<file path="config.mk">
export PLATFORM = sky130hd
export DESIGN_NAME = riscv_mmio_bridge
export DESIGN_NICKNAME = d
export VERILOG_FILES = /design/src/rtl/riscv_mmio_bridge.sv
export SDC_FILE = /design/constraint.sdc
export NUM_CORES = 1
export LEC_CHECK = 0
export ABC_CLOCK_PERIOD_IN_PS = 8100
export BUFFER_PORTS_ARGS = -buffer_cell sky130_fd_sc_hd__buf_4
export CORE_UTILIZATION = 51
export CTS_CLUSTER_SIZE = 40
export DETAILED_ROUTE_END_ITERATION = 10
export GPL_TIMING_DRIVEN = 0
export PLACE_DENSITY = 0.77
export SLEW_MARGIN = 10
export SYNTH_ARGS = -nofsm -noshare
export SYNTH_HDL_FRONTEND = slang
export SYNTH_SLANG_ARGS = --single-unit
export TNS_END_PERCENT = 10
</file>
<file path="constraint.sdc">
create_clock -name clk -period 8.1 [get_ports clk]
set_clock_uncertainty 0.1 [all_clocks]
set_input_delay 2.43 -clock clk [delete_from_list [all_inputs] [get_ports clk]]
set_output_delay 2.43 -clock clk [all_outputs]
set_load 0.02 [all_outputs]
</file>
<file path="src/rtl/riscv_mmio_bridge.sv">
// riscv_mmio_bridge: splits data-side stores between the data cache and a
// 256-byte memory-mapped IO window holding switches, LEDs, a timer and an
// interrupt controller. Loads and stores complete in the cycle presented.

`ifndef CACHE_D_WRITE_LEN
`define CACHE_D_WRITE_LEN 2
`endif
`ifndef CACHE_D_WRITE_SB
`define CACHE_D_WRITE_SB 2'd0
`endif
`ifndef CACHE_D_WRITE_SH
`define CACHE_D_WRITE_SH 2'd1
`endif
`ifndef CACHE_D_WRITE_SW
`define CACHE_D_WRITE_SW 2'd2
`endif

module riscv_mmio_bridge #(
    parameter logic [31:0] IO_BASE    = 32'hFFFFFC00,
    parameter int unsigned SW_WIDTH   = 24,
    parameter int unsigned LED_WIDTH  = 32,
    parameter int unsigned DEB_CYCLES = 4
) (
    input  logic                          clk,
    input  logic                          rst,
    input  logic                          cache_d_write_en,
    input  logic [`CACHE_D_WRITE_LEN-1:0] cache_d_write,
    input  logic [31:0]                   addr,
    input  logic [31:0]                   data_to_cache,
    input  logic [31:0]                   mem_rdata,
    input  logic [SW_WIDTH-1:0]           sw,
    output logic [31:0]                   data_out,
    output logic                          mem_write_en,
    output logic [LED_WIDTH-1:0]          led,
    output logic                          irq
);

    localparam int unsigned CNT_W = (DEB_CYCLES > 1) ? $clog2(DEB_CYCLES) : 1;
    localparam logic [CNT_W-1:0] CNT_MAX = CNT_W'(DEB_CYCLES - 1);

    typedef enum logic [5:0] {
        REG_SW     = 6'h00,
        REG_LED    = 6'h01,
        REG_COUNT  = 6'h02,
        REG_CMP    = 6'h03,
        REG_STATUS = 6'h04,
        REG_CTRL   = 6'h05
    } reg_off_e;

    logic                 is_io;
    logic                 io_wr;
    logic [5:0]           off;
    logic [31:0]          io_rdata;
    logic [31:0]          merged;

    logic [31:0]          count_r;
    logic [31:0]          cmp_r;
    logic [3:0]           ctrl_r;
    logic                 tmatch;
    logic                 swchg;

    logic [SW_WIDTH-1:0]  s1;
    logic [SW_WIDTH-1:0]  s2;
    logic [SW_WIDTH-1:0]  sync_last;
    logic [SW_WIDTH-1:0]  stable;
    logic [CNT_W-1:0]     cnt;

    logic                 deb_fire;
    logic                 tmatch_set;
    logic                 wr_led;
    logic                 wr_count;
    logic                 wr_cmp;
    logic                 wr_status;
    logic                 wr_ctrl;

    // Overlay byte/halfword store data onto the current register value.
    function automatic logic [31:0] lane_merge(
        input logic [31:0]                   cur,
        input logic [31:0]                   wd,
        input logic [`CACHE_D_WRITE_LEN-1:0] size,
        input logic [1:0]                    a
    );
        logic [31:0] r;
        r = cur;
        case (size)
            `CACHE_D_WRITE_SB: begin
                case (a)
                    2'd0:    r[7:0]   = wd[7:0];
                    2'd1:    r[15:8]  = wd[7:0];
                    2'd2:    r[23:16] = wd[7:0];
                    default: r[31:24] = wd[7:0];
                endcase
            end
            `CACHE_D_WRITE_SH: begin
                if (a[1]) r[31:16] = wd[15:0];
                else      r[15:0]  = wd[15:0];
            end
            default: r = wd;
        endcase
        return r;
    endfunction

    assign is_io        = (addr & 32'hFFFFFF00) == IO_BASE;
    assign io_wr        = cache_d_write_en & is_io;
    assign off          = addr[7:2];
    assign mem_write_en = cache_d_write_en & ~is_io;
    assign data_out     = is_io ? io_rdata : mem_rdata;
    assign merged       = lane_merge(io_rdata, data_to_cache, cache_d_write, addr[1:0]);

    assign tmatch_set = ctrl_r[0] && (count_r == cmp_r);
    assign deb_fire   = (s2 != stable) && (s2 == sync_last) && (cnt == CNT_MAX);

    // Register read mux for the IO window; unused bits and offsets read zero.
    always_comb begin
        io_rdata = '0;
        case (off)
            REG_SW:     io_rdata[SW_WIDTH-1:0]  = stable;
            REG_LED:    io_rdata[LED_WIDTH-1:0] = led;
            REG_COUNT:  io_rdata                = count_r;
            REG_CMP:    io_rdata                = cmp_r;
            REG_STATUS: io_rdata[1:0]           = {swchg, tmatch};
            REG_CTRL:   io_rdata[3:0]           = ctrl_r;
            default:    io_rdata                = '0;
        endcase
    end

    // Per-register write strobes.
    always_comb begin
        wr_led    = io_wr && (off == REG_LED);
        wr_count  = io_wr && (off == REG_COUNT);
        wr_cmp    = io_wr && (off == REG_CMP);
        wr_status = io_wr && (off == REG_STATUS);
        wr_ctrl   = io_wr && (off == REG_CTRL);
    end

    // Switch synchronizer and debounce: a new level must persist for
    // DEB_CYCLES consecutive edges past the synchronizer before it is taken.
    always_ff @(posedge clk or posedge rst) begin
        if (rst) begin
            s1        <= '0;
            s2        <= '0;
            sync_last <= '0;
            stable    <= '0;
            cnt       <= '0;
        end else begin
            s1        <= sw;
            s2        <= s1;
            sync_last <= s2;
            if (s2 == stable) begin
                cnt <= '0;
            end else if (s2 != sync_last) begin
                cnt <= '0;
            end else if (cnt == CNT_MAX) begin
                stable <= s2;
                cnt    <= '0;
            end else begin
                cnt <= cnt + CNT_W'(1);
            end
        end
    end

    // Software-visible registers, timer, status flags and registered irq.
    // Software writes to COUNT override the timer; flag sets override W1C.
    always_ff @(posedge clk or posedge rst) begin
        if (rst) begin
            led     <= '0;
            count_r <= '0;
            cmp_r   <= '1;
            ctrl_r  <= '0;
            tmatch  <= 1'b0;
            swchg   <= 1'b0;
            irq     <= 1'b0;
        end else begin
            if (wr_led)  led    <= merged[LED_WIDTH-1:0];
            if (wr_cmp)  cmp_r  <= merged;
            if (wr_ctrl) ctrl_r <= merged[3:0];

            if (wr_count)
                count_r <= merged;
            else if (ctrl_r[0])
                count_r <= (tmatch_set && ctrl_r[3]) ? '0 : count_r + 32'd1;

            tmatch <= tmatch_set | (tmatch & ~(wr_status & merged[0]));
            swchg  <= deb_fire   | (swchg  & ~(wr_status & merged[1]));
            irq    <= (tmatch & ctrl_r[2]) | (swchg & ctrl_r[1]);
        end
    end

endmodule

</file>
== Yosys cells after proc, flatten, opt, wreduce, memory -nomap -nowiden ==
Index checks and enable logic that the tools add are counted.

* Reductions and logical operators: 15
* Bitwise logic cells: 16
* Eq/ne operators: 15
* Mux-type cells: 18
* Add/subtract/negate cells: 2

{| class="wikitable"
|+ Operators with widths
! cell !! number
|-
| 2-to-1 mux 32 bit || 4
|-
| case mux 20 bit (4 select lines) || 1
|-
| case mux 32 bit (2 select lines) || 1
|-
| equality test 24 bit || 2
|-
| inequality test 24 bit || 2
|-
| adder 32 x 1 -> 32 bit (second input constant) || 1
|-
| equality test 32 bit || 1
|-
| 2-to-1 mux 16 bit || 2
|-
| 2-to-1 mux 8 bit || 4
|-
| equality test 24 bit (second input constant) || 1
|-
| case mux 8 bit (3 select lines) || 1
|-
| equality test 6 x 2 -> 1 bit (second input constant) || 2
|-
| equality test 6 x 3 -> 1 bit (second input constant) || 2
|-
| case mux 2 bit (6 select lines) || 1
|-
| case mux 2 bit (5 select lines) || 1
|-
| logical AND 1 bit || 9
|-
| AND 1 bit || 8
|-
| equality test 6 x 1 -> 1 bit (second input constant) || 1
|-
| logical NOT 6 bit || 1
|-
| 2-to-1 mux 2 bit || 3
|-
| NOT 1 bit || 5
|-
| equality test 2 x 1 -> 1 bit (second input constant) || 2
|-
| equality test 2 bit (second input constant) || 2
|-
| logical NOT 2 bit || 2
|-
| 5 further kinds || 7
|}

* Output and inout bits: 66
* Bits in registers: 201
* Word-level logic and storage cells: 78

== Longest topological paths before layout ==
Gate-level depths: netlist of the first run.

* Word-level depth: 8
* Depth in mapped cells: 9

== Least setup slack after synthesis of the first run ==
OpenSTA, ideal clock, no wires.

* Path kind: input to output
* Start: input port addr[5]
* End: output port data_out[2]
* Arrival: 3954 ps
* Slack: 1616 ps
* Cell stages on the path: 6
* Cell sequence: or3_1 > or2_2 > buf_2 > o2bb2ai_1 > a221oi_1 > o21ai_0

* Cells in the longest elaborated chain, start to end: 3

{| class="wikitable"
|+ RTL lines
! element !! line !! RTL
|-
| from (decl) || 28 || <nowiki>input logic [31:0] addr,</nowiki>
|-
| equality test 6 x 3 -> 1 bit (tied with other cells) || 116 || <nowiki>case (off)</nowiki>
|-
| case mux 2 bit (5 select lines) (*) || 116 ||
|-
| 2-to-1 mux 32 bit (*) || 107 || <nowiki>assign data_out = is_io ? io_rdata : mem_rdata;</nowiki>
|-
| to (decl) || 32 || <nowiki>output logic [31:0] data_out,</nowiki>
|}

Every way passes the cells marked *; elsewhere a longest branch is shown, timed or not.

== Worst setup path after layout of the first run ==
* Start: input port addr[2]
* End: output port data_out[11]

* Cells in the longest elaborated chain, start to end: 3

{| class="wikitable"
|+ RTL lines
! element !! line
|-
| equality test 6 x 2 -> 1 bit (tied with other cells) || 116
|-
| case mux 20 bit (4 select lines) (*) || 116
|-
| 2-to-1 mux 32 bit (*) || 107
|}

Marked as above.

==> results of run 1 <==
-- through the flow --
stage / worst slack [ps] / hold WS, ps
floorplan: 140.6 / 231.2
global placement: -1971 / 231.2
detailed placement: 999.2 / 234.7
CTS: 992.1 / 241.9
global route: 782.3 / 241.0
finish: 911.0 / 240.1
-- cell families (layout without fill, tap and decap cells) --
kind of cell	Yosys count	after routing	share of synthesized area, %
compound gates	241	241	15.01
flops	201	201	48.97
xor+xnor	99	99	8.376
fa+ha+maj	2	2	0.2417
mux	71	71	7.348
buf+inv	84	312	3.650
simple gates	342	342	16.40
-- flip-flops by register name (all words and copies together), names as in the netlist --
name       count
s2            24
stable        24
swchg          1
sync_last     24
cnt            2
ctrl_r         4
tmatch         1
led           32
count_r       32
cmp_r         32
irq            1
s1            24
-- power groups by stage --
| stage | Sequential, mW | Combinational [mW] | Clock (mW) |
|---|---|---|---|
| 6_report | 1.04 | 0.200 | 1.10 |
| 5_1_grt | 1.04 | 0.214 | 1.14 |
| 2_1_floorplan | 1.05 | 0.0941 | 0 |
| 3_5_place_dp | 1.05 | 0.196 | 0 |
| 4_1_cts | 1.04 | 0.197 | 1.10 |
| 3_3_place_gp | 1.05 | 0.191 | 0 |
-- placed cells by master, fill, tap and decap left out, drive strengths merged, types with 2 or more instances in the layout --
| master | Yosys | routed |
|---|---|---|
| and4b | 2 | 2 |
| nor3b | 4 | 4 |
| inv | 20 | 20 |
| o22ai | 20 | 20 |
| nor2 | 32 | 32 |
| bufinv | 0 | 4 |
| mux2 | 40 | 40 |
| clkbuf | 38 | 66 |
| nand2 | 163 | 163 |
| a221oi | 34 | 34 |
| ha | 2 | 2 |
| o2111ai | 4 | 4 |
| nor3 | 32 | 32 |
| and2 | 7 | 7 |
| a211oi | 9 | 9 |
| and3 | 4 | 4 |
| nand2b | 15 | 15 |
| dfrtp | 169 | 169 |
| nand4 | 27 | 27 |
| nor2b | 2 | 2 |
| or2 | 3 | 3 |
| o21ai | 128 | 128 |
| xnor2 | 70 | 70 |
| a21o | 3 | 3 |
| a22oi | 8 | 8 |
| mux2i | 31 | 31 |
| a21oi | 10 | 10 |
| nor4 | 19 | 19 |
| nand3 | 27 | 27 |
| xor2 | 29 | 29 |
| clkinv | 0 | 5 |
| buf | 26 | 215 |
| o2bb2ai | 10 | 10 |
| clkinvlp | 0 | 2 |
| a222oi | 5 | 5 |
| dfstp | 32 | 32 |
| nor4b | 2 | 2 |
| a22o | 2 | 2 |
-- final cells by class --
type	count	area, sq um
fill	1638	6714
sequential	201	5070
multi-input combinational	755	4905
timing repair buffer	189	1439
clock buffer	28	613.1
tap	265	331.6
buffer	64	302.8
clock inverter	11	196.4
inverter	20	82.58
-- layer usage --
layer  wire [um]  share of wire, %  track usage (%)
met5           0                 0                0
met4        2029               5.9            17.06
met3        2727               8.0            5.497
met2       16140                47            54.66
met1       13380                39            44.07
-- worst min-delay path by stage --
stage	slack, ps	cells past startpoint	endpoint
after floorplan	230	0	s2[0]
after global placement	230	0	s2[10]
after detailed placement	230	0	s2[12]
after CTS	240	0	s2[1]
after global routing	240	0	s2[1]
final	240	0	s2[1]
==> impl_summary.log, run 1 <==
[metrics] max_slew headroom: 35.70%
[metrics] portion of synthesized cell area occupied by the leading cell type: roughly two fifths
[metrics] number of sinks handled by clock tree synthesis: between 200 and 250
[metrics] Post-DRT Antenna Nets: 0
[metrics] global-route wire length before repair: just over 50000 um
[metrics] gate count of the mapped netlist: 1040
[metrics] origin of the worst min-delay path: s1[1]
[metrics] Crit Path Class: input pin to primary output
[metrics] most instantiated flip-flop cell in the synthesis netlist: sky130_fd_sc_hd__dfrtp_1
[metrics] final-report hold violation count: 0
[metrics] Buf/Inv on CP: 4
[metrics] part of the total power dissipated in sequential elements: 44.4%
[metrics] Post-synth top cells: sky130_fd_sc_hd__dfrtp_1, sky130_fd_sc_hd__nand2_1, sky130_fd_sc_hd__o21ai_0, sky130_fd_sc_hd__xnor2_1, sky130_fd_sc_hd__mux2_2
[metrics] required time worst endpoint: between 5000 and 6000 ps
[metrics] I/O Buffers: 188
[metrics] logic depth of the worst path, buffers included: 8
[metrics] post-CTS setup buffer count: 0
[metrics] diode insertion count for antenna repair: 0
[metrics] Post-DP HPWL: between 20000 and 30000 um
[metrics] largest net degree at the start of global routing: ~110
[metrics] Reg-to-Reg End: count_r[8]
[metrics] utilization after layout: between 60% and 70%
[metrics] initial antenna violation count: 0
[metrics] share of synthesized area occupied by flip-flops and latches: between 40% and 50%
[metrics] logic depth of the worst register-to-register path: 7
[metrics] slew at the pin closest to its max-slew limit: 964.5 ps
[metrics] worst endpoint data arrival time: 4660 ps
[metrics] crit share post-route: 88.75%
[metrics] series of cell instances along the critical path: buf_4 > buf_2 > buf_2 > mux2i_1 > nor3_1 > a221oi_1 > o21ai_0 > buf_4
[metrics] end of the critical path: data_out[11]
[metrics] dpl cell area: around 12000 sq um
[metrics] wire length per cell: around 22 um
[metrics] area added between synthesis and finish: 24.99%
[metrics] status: completed
[metrics] die boundary height: ~140 um
[metrics] sw frac: 23.83%
[metrics] max capacitance violation total: 0
[metrics] summed instance area of the synthesized netlist: about 10000 sq um
[metrics] library cell with the highest instance count after synthesis: sky130_fd_sc_hd__dfrtp_1
[metrics] net switching component of the power: 555.9 uW
[metrics] hold-fix buffer count after cts: 0
[metrics] count of flip-flops with a built-in enable after synthesis: 0
[metrics] Pint: about 1.8 mW
[metrics] clock-pin slew of the registers on the worst-case setup and hold paths: ~60 ps
[metrics] final setup vio count: 0
[metrics] num rows: 51
[metrics] syn avg cell area: roughly 10 sq um
[metrics] Worst VDD drop: 0.2507 mV
[metrics] Remaining DRCs: 0
[metrics] starting density of the core: a little over half
[metrics] IO Count: approximately 190
[metrics] share of cells above drive strength 1: 27.29%
[metrics] RSZ-0062 raised after global routing: no
[metrics] crit path max fanout: 10
[metrics] final weighted congestion in routability-driven placement: between 1 and 1.5
[metrics] number of nets in the final layout: roughly 1.4k
[metrics] critical path launch point type: input pin
[metrics] achievable frequency: 0.1391 GHz
[metrics] Reg2Reg Setup Slack: roughly 5300 ps
[metrics] Total Negative Setup Slacks: 0 ps
[metrics] kind of capture point of the worst setup path: primary output
[metrics] Cells after DPL: about 1.5k
[metrics] clk root buf: sky130_fd_sc_hd__clkbuf_16
[metrics] vias in the first global route: just over 9k
[metrics] total of cells resized after clock tree synthesis: 0
[metrics] Die Footprint: 20870 sq um
[metrics] r2r startpoint: count_r[8]
[metrics] DRC marker count from the first detailed-route iteration: around 1.1k
[metrics] launching instance or port of the critical path: addr[2]
[metrics] maximum single-stage delay on the critical path: approximately 600 ps
[metrics] leading area contributor after synthesis: sky130_fd_sc_hd__dfrtp_1
[metrics] dominant delay contributor by cell family on the critical path: buffers and inverters
[metrics] Power, Total: roughly 2.3 mW
[metrics] part of the total power dissipated in the clock network: around 47%
[metrics] drt first pass iters: 6
[metrics] post-route non-filler standard cell count: approximately 1.5k
[metrics] Horiz. Die Dim: approximately 140 um
[metrics] Floorplan Core Area: roughly 20000 sq um
[metrics] maximum buffer depth of the clock tree: 3
[metrics] time the worst path needs with I/O delays and setup: just over 7000 ps
[metrics] max-slew violation count: 0
[metrics] asr flop ratio synth: between 90% and 100%
[metrics] Max stage delay cell, worst path: sky130_fd_sc_hd__a221oi_1
[metrics] Post-Layout Inst Area: 12940 sq um
[metrics] CTS H-tree depth: 1
[metrics] Num CTS Buffers: 22
[metrics] insertion delay of the later-clocked pin in the worst-skew pair: ~530 ps
[metrics] overall via count from detail_route: approximately 9.4k
[metrics] flop and latch count out of synthesis: 201
[metrics] Leak: between 5 and 6 nW
[metrics] wire length after detailed routing: around 34000 um
[metrics] Overflow after GRT: 0
[metrics] count of yosys warnings during synthesis: 0
[metrics] vias per cell: approximately 6.2
[metrics] combinational share of power: roughly 8.6%
[metrics] number of nets in the synthesized netlist: 1167
[metrics] type of the tightest min-delay check: flop to flop
[metrics] most area-consuming cells after synthesis: sky130_fd_sc_hd__dfrtp_1, sky130_fd_sc_hd__dfstp_2, sky130_fd_sc_hd__xnor2_1
[metrics] ratio of total power to cell area: approximately 180 nW/um^2
[metrics] total routing resource utilization after global routing: approximately 34%
[metrics] TritonCTS clock tree: built
[metrics] distinct cell type count of the synthesized netlist: 62
Power figures use the tool's default switching activity.
==> run 2, diff against run 1 <==
CELL_PAD_IN_SITES_DETAIL_PLACEMENT = 1   (was unset)
CELL_PAD_IN_SITES_GLOBAL_PLACEMENT = 2   (was unset)
CORE_UTILIZATION = 32   (was 51)
MAX_ROUTING_LAYER = met4   (was unset)
PLACE_DENSITY = unset   (was 0.77)
PLACE_DENSITY_LB_ADDON = 0.1   (was unset)
==> impl_summary.log, run 2 (synthesis gave the netlist of run 1 again) <==
[metrics] Post-DRT Antenna Nets: 0 (unchanged)
[metrics] diode insertion count for antenna repair: 0 (unchanged)
[metrics] net switching component of the power: 594.3 uW (was 555.9 uW)
[metrics] total routing resource utilization after global routing: 25.27% (was 33.81%)
[metrics] crit share post-route: 90.92% (was 88.75%)
[metrics] ratio of total power to cell area: 180.1 nW/um^2 (was 180.3 nW/um^2)
[metrics] num rows: 65 (was 51)
[metrics] Remaining DRCs: 0 (unchanged)
[metrics] max-slew violation count: 0 (unchanged)
[metrics] post-CTS setup buffer count: 0 (unchanged)
[metrics] max_slew headroom: 26.36% (was 35.70%)
[metrics] I/O Buffers: 188 (unchanged)
[metrics] required time worst endpoint: 5570 ps (about the same)
[metrics] combinational share of power: 8.6% (about the same)
[metrics] initial antenna violation count: 2 (was 0)
[metrics] CTS H-tree depth: 1 (unchanged)
[metrics] die boundary height: 181.9 um (was 144.5 um)
[metrics] dpl cell area: 12300 sq um (was 12130 sq um)
[metrics] Power, Total: 2.362 mW (was 2.333 mW)
[metrics] Cells after DPL: 1631 (was 1494)
[metrics] slew at the pin closest to its max-slew limit: 1096 ps (was 964.5 ps)
[metrics] Floorplan Core Area: 31720 sq um (was 19650 sq um)
[metrics] TritonCTS clock tree: built (unchanged)
[metrics] maximum buffer depth of the clock tree: 3 (unchanged)
[metrics] part of the total power dissipated in the clock network: 47.5% (was 47.0%)
[metrics] clk root buf: sky130_fd_sc_hd__clkbuf_16 (unchanged)
[metrics] Crit Path Class: input pin to primary output (unchanged)
[metrics] clock-pin slew of the registers on the worst-case setup and hold paths: 60 ps (about the same)
[metrics] part of the total power dissipated in sequential elements: 43.9% (was 44.4%)
[metrics] area added between synthesis and finish: 26.70% (was 24.99%)
[metrics] vias in the first global route: 9185 (was 9089)
[metrics] insertion delay of the later-clocked pin in the worst-skew pair: 540 ps (was 530 ps)
[metrics] Overflow after GRT: 0 (unchanged)
[metrics] logic depth of the worst register-to-register path: 7 (unchanged)
[metrics] achievable frequency: 0.1358 GHz (was 0.1391 GHz)
[metrics] number of sinks handled by clock tree synthesis: 201 (unchanged)
[metrics] final-report hold violation count: 0 (unchanged)
[metrics] max capacitance violation total: 0 (unchanged)
[metrics] IO Count: 191 (unchanged)
[metrics] total of cells resized after clock tree synthesis: 0 (unchanged)
[metrics] Num CTS Buffers: 25 (was 22)
[metrics] kind of capture point of the worst setup path: primary output (unchanged)
[metrics] commonest non-fill, non-tap cells in the layout: sky130_fd_sc_hd__buf_4, sky130_fd_sc_hd__dfrtp_1, sky130_fd_sc_hd__nand2_1 (unchanged)
[metrics] worst endpoint data arrival time: 4830 ps (was 4660 ps)
[metrics] wire length after detailed routing: 40310 um (was 34280 um)
[metrics] origin of the worst min-delay path: s1[15] (was s1[1])
[metrics] final hold slack: 245.0 ps (was 240.1 ps)
[metrics] Total Negative Setup Slacks: 0 ps (unchanged)
[metrics] Hold EP: s2[15] (was s2[1])
[metrics] Die Footprint: 33070 sq um (was 20870 sq um)
[metrics] starting density of the core: 32.64% (was 52.67%)
[metrics] Pint: 1.768 mW (was 1.777 mW)
[metrics] crit path max fanout: 10 (unchanged)
[metrics] largest net degree at the start of global routing: 120 (was 105)
[metrics] Post-DP HPWL: 31350 um (was 25780 um)
[metrics] RSZ-0062 raised after global routing: no (unchanged)
[metrics] Horiz. Die Dim: 181.9 um (was 144.5 um)
[metrics] final setup vio count: 0 (unchanged)
[metrics] r2r startpoint: count_r[8] (unchanged)
[metrics] wire length per cell: 24.04 um (was 22.36 um)
[metrics] biggest registers after layout: cmp_r (32), count_r (32), led (32) (unchanged)
[metrics] final weighted congestion in routability-driven placement: 0.8984 (was 1.012)
[metrics] Post-Layout Inst Area: 13120 sq um (was 12940 sq um)
[metrics] drt first pass iters: 6 (unchanged)
[metrics] post-route non-filler standard cell count: 1677 (was 1533)
[metrics] status: completed (unchanged)
[metrics] vias per cell: 5.335 (was 6.153)
[metrics] type of the tightest min-delay check: flop to flop (unchanged)
[metrics] hold-fix buffer count after cts: 0 (unchanged)
[metrics] Worst VDD drop: 0.2140 mV (was 0.2507 mV)
[metrics] global-route wire length before repair: 60030 um (was 51960 um)
[metrics] Reg-to-Reg End: count_r[8] (unchanged)
[metrics] Leak: 5.623 nW (was 5.619 nW)
[metrics] Reg2Reg Setup Slack: 5140 ps (was 5320 ps)
[metrics] DRC marker count from the first detailed-route iteration: 500 (was 1078)
[metrics] critical path launch point type: input pin (unchanged)
[metrics] overall via count from detail_route: 8946 (was 9432)
[metrics] number of nets in the final layout: 1383 (was 1380)
[metrics] sw frac: 25.16% (was 23.83%)
[metrics] share of cells above drive strength 1: 27.06% (was 27.29%)
[metrics] Hold Path Stages: 0 (unchanged)
[metrics] most common library cell in the layout ignoring fill and taps: sky130_fd_sc_hd__buf_4 (unchanged)
[metrics] time the worst path needs with I/O delays and setup: 7365 ps (was 7189 ps)
run 2: worst max-delay path by stage:
stage	endpoint	cells past startpoint	slack, ps	startpoint
4_1_cts	data_out[8]	8	750	addr[2]
6_report	data_out[9]	8	740	addr[2]
3_5_place_dp	data_out[8]	8	770	addr[2]
3_3_place_gp	led[22]	2	-2560	rst
5_1_grt	data_out[9]	8	640	addr[2]
2_1_floorplan	cnt[0]	1	140	rst
run 2: cell type report:
type / count / area, sq um
buffer: 64 / 302.8
tap: 402 / 503.0
timing repair buffer: 189 / 1439
clock inverter: 9 / 123.9
fill: 3622 / 18600
clock buffer: 37 / 690.7
sequential: 201 / 5070
inverter: 20 / 82.58
multi-input combinational: 755 / 4905
run 2: power groups by stage:
stage               Clock, mW  Sequential (mW)  Combinational (mW)
finish                   1.12             1.04               0.203
CTS                      1.15             1.04               0.206
global route             1.18             1.04               0.220
global placement            0             1.05               0.201
floorplan                   0             1.05              0.0941
detailed placement          0             1.06               0.205
run 2: metrics by stage:
| stage | util [%] | setup WS (ps) |
|---|---|---|
| 6_report | 41.35 | 735.2 |
| 5_1_grt | 41.35 | 641.5 |
| 4_1_cts | 41.35 | 753.5 |
| 3_5_place_dp | 38.79 | 765.9 |
| 3_3_place_gp | 38.67 | -2564 |
| 2_1_floorplan | - | 140.6 |
run 2: worst max-delay path, stage by stage:
cell	delay (ps)
sky130_fd_sc_hd__buf_4	110
sky130_fd_sc_hd__buf_2	310
sky130_fd_sc_hd__buf_2	420
sky130_fd_sc_hd__mux2i_1	440
sky130_fd_sc_hd__nor3_1	150
sky130_fd_sc_hd__a221oi_1	590
sky130_fd_sc_hd__o21ai_0	170
sky130_fd_sc_hd__buf_4	190
run 2: per-layer routing:
layer  up-vias  routed length [um]  track usage, %  share of wire (%)
li1       4167                   -               -                  -
met1      4529               18390           33.79                 46
met2       198               19640           41.49                 49
met3        52                1311           2.126                3.3
met4         0                 964           6.151                2.4
met5         -                   0               -                  0
==> run 3, diff against run 2 <==
GPL_TIMING_DRIVEN = unset   (was 0)
==> impl_summary.log, run 3 (synthesis gave the netlist of run 1 again) <==
[metrics] status: completed (unchanged)
[metrics] CTS H-tree depth: 1 (unchanged)
[metrics] time the worst path needs with I/O delays and setup: 7215 ps (was 7365 ps)
[metrics] achievable frequency: 0.1386 GHz (was 0.1358 GHz)
[metrics] Overflow after GRT: 0 (unchanged)
[metrics] crit share post-route: 89.07% (was 90.92%)
[metrics] share of cells above drive strength 1: 28.20% (was 27.06%)
[metrics] starting density of the core: 32.64% (unchanged)
[metrics] die boundary height: 181.9 um (unchanged)
[metrics] maximum single-stage delay on the critical path: 610 ps (was 590 ps)
[metrics] final-report hold violation count: 0 (unchanged)
[metrics] kind of capture point of the worst setup path: primary output (unchanged)
[metrics] total of cells resized after clock tree synthesis: 0 (unchanged)
[metrics] final setup vio count: 0 (unchanged)
[metrics] Die Footprint: 33070 sq um (unchanged)
[metrics] Num CTS Buffers: 25 (unchanged)
[metrics] drt first pass iters: 6 (unchanged)
[metrics] commonest non-fill, non-tap cells in the layout: sky130_fd_sc_hd__buf_4, sky130_fd_sc_hd__dfrtp_1, sky130_fd_sc_hd__nand2_1 (unchanged)
[metrics] worst setup slack before clock tree synthesis: 977.1 ps (was 765.9 ps)
[metrics] max-slew violation count: 0 (unchanged)
[metrics] critical path launch point type: input pin (unchanged)
[metrics] clock-pin slew of the registers on the worst-case setup and hold paths: 60 ps (about the same)
[metrics] insertion delay of the later-clocked pin in the worst-skew pair: 530 ps (was 540 ps)
[metrics] slew at the pin closest to its max-slew limit: 1091 ps (was 1096 ps)
[metrics] series of cell instances along the critical path: buf_4 > nor2_1 > and2_0 > buf_4 > a221oi_1 > o21ai_0 > buf_4 (was buf_4 > buf_2 > buf_2 > mux2i_1 > nor3_1 > a221oi_1 > o21ai_0 > buf_4)
[metrics] Leak: 5.564 nW (was 5.623 nW)
[metrics] worst endpoint data arrival time: 4690 ps (was 4830 ps)
[metrics] Post-Layout Inst Area: 13010 sq um (was 13120 sq um)
[metrics] IO Count: 191 (unchanged)
[metrics] dominant cell type by count on the critical path: sky130_fd_sc_hd__buf_4
[metrics] RSZ-0062 raised after global routing: no (unchanged)
[metrics] largest net degree at the start of global routing: 104 (was 120)
[metrics] TritonCTS clock tree: built (unchanged)
[metrics] dpl cell area: 12110 sq um (was 12300 sq um)
[metrics] vias in the first global route: 9162 (was 9185)
[metrics] ratio of total power to cell area: 186.8 nW/um^2 (was 180.1 nW/um^2)
[metrics] Crit Path Class: input pin to primary output (unchanged)
[metrics] global-route wire length before repair: 58620 um (was 60030 um)
[metrics] Max stage delay cell, worst path: sky130_fd_sc_hd__a221oi_1 (unchanged)
[metrics] DRC marker count from the first detailed-route iteration: 568 (was 500)
[metrics] Horiz. Die Dim: 181.9 um (unchanged)
[metrics] required time worst endpoint: 5570 ps (about the same)
[metrics] post-route setup slack: 884.9 ps (was 735.2 ps)
[metrics] logic depth of the worst register-to-register path: 5 (was 7)
[metrics] Post-DRT Antenna Nets: 0 (unchanged)
[metrics] Floorplan Core Area: 31720 sq um (unchanged)
[metrics] Post-DP HPWL: 28650 um (was 31350 um)
[metrics] vias per cell: 5.375 (was 5.335)
[metrics] hold-fix buffer count after cts: 0 (unchanged)
[metrics] crit path max fanout: 21 (was 10)
[metrics] most common library cell in the layout ignoring fill and taps: sky130_fd_sc_hd__buf_4 (unchanged)
[metrics] final weighted congestion in routability-driven placement: 0.8256 (was 0.8984)
[metrics] clk root buf: sky130_fd_sc_hd__clkbuf_16 (unchanged)
[metrics] max capacitance violation total: 0 (unchanged)
[metrics] Worst VDD drop: 0.1566 mV (was 0.2140 mV)
[metrics] count of filler cells inserted in the layout: 3569 (was 3622)
[metrics] max_slew headroom: 27.06% (was 26.36%)
[metrics] number of sinks handled by clock tree synthesis: 201 (unchanged)
[metrics] num rows: 65 (unchanged)
[metrics] overall via count from detail_route: 8762 (was 8946)
[metrics] post-CTS setup buffer count: 0 (unchanged)
[metrics] Hold Path Stages: 0 (unchanged)
[metrics] I/O Buffers: 190 (was 188)
[metrics] maximum buffer depth of the clock tree: 3 (unchanged)
[metrics] type of the tightest min-delay check: flop to flop (unchanged)
[metrics] initial antenna violation count: 0 (was 2)
[metrics] biggest registers after layout: cmp_r (32), count_r (32), led (32) (unchanged)
[metrics] number of nets in the final layout: 1335 (was 1383)
[metrics] wire length per cell: 23.57 um (was 24.04 um)
[metrics] final hold slack: 245.8 ps (was 245.0 ps)
[metrics] wire length after detailed routing: 38420 um (was 40310 um)
[metrics] area added between synthesis and finish: 25.67% (was 26.70%)
[metrics] Cells after DPL: 1583 (was 1631)
[metrics] post-route non-filler standard cell count: 1630 (was 1677)
[metrics] Total Negative Setup Slacks: 0 ps (unchanged)
[metrics] Remaining DRCs: 0 (unchanged)
[metrics] total routing resource utilization after global routing: 24.28% (was 25.27%)
run 3: cell types whose count changed in the layout (fill, tap and decap cells not counted), sizes merged:
| cell | previous run | this run |
|---|---|---|
| buf | 215 | 205 |
| bufinv | 2 | 4 |
| clkbuf | 75 | 30 |
| clkinv | 4 | 8 |
| clkinvlp | 1 | 3 |
| diode | 0 | 1 |
| inv | 22 | 21 |
run 3: worst paths after layout:
path | startpoint | to | slack (ps)
max in group asynchronous | rst | stable[14] | 4720
worst max-delay path | addr[2] | data_out[17] | 880
min in group asynchronous | rst | ctrl_r[0] | 1920
worst min-delay path | s1[10] | s2[10] | 250
worst min register to register | s1[10] | s2[10] | 250
worst max register to register | ctrl_r[0] | count_r[27] | 4820
run 3: layout make-up:
| cell class | count | area, sq um | share of cell area (%) |
|---|---|---|---|
| Antenna cell | 1 | 2.502 | 0.01923 |
| Clock buffer | 30 | 684.4 | 5.261 |
| Clock inverter | 16 | 206.4 | 1.587 |
| Inverter | 20 | 82.58 | 0.6347 |
| Multi-Input combinational cell | 755 | 4922 | 37.83 |
| Sequential cell | 201 | 5070 | 38.97 |
| Tap cell | 402 | 503.0 | 3.866 |
| Timing Repair Buffer | 205 | 1539 | 11.83 |
run 3: per-stage QoR:
step	power, mW	utilization, %
final	2.431	41.02
after global routing	2.512	41.01
after CTS	2.463	41.00
after detailed placement	1.256	38.19
after global placement	1.254	38.19
after floorplan	1.145	-
run 3: routing by layer:
| metal | up-vias | share of wire (%) | GRT usage, % |
|---|---|---|---|
| met4 | 0 | 1.7 | 4.639 |
| met2 | 199 | 47 | 38.48 |
| met3 | 43 | 4.2 | 2.647 |
| li1 | 4071 | - | - |
| met5 | - | 0 | - |
| met1 | 4449 | 47 | 33.73 |
run 3: power by group:
group / switching [mW] / leakage, nW / internal [mW] / total (mW)
combinational: 0.119 / 2.62 / 0.0817 / 0.200
clock: 0.459 / 0.434 / 0.733 / 1.19
sequential: 0.0141 / 2.51 / 1.02 / 1.04
run 3: worst max-delay path, delay by kind of cell:
kind / cells / cell delay [ps]
buffers and inverters: 3 / 840
AOI/OAI and AO/OA: 2 / 780
and+or+nand+nor: 2 / 630
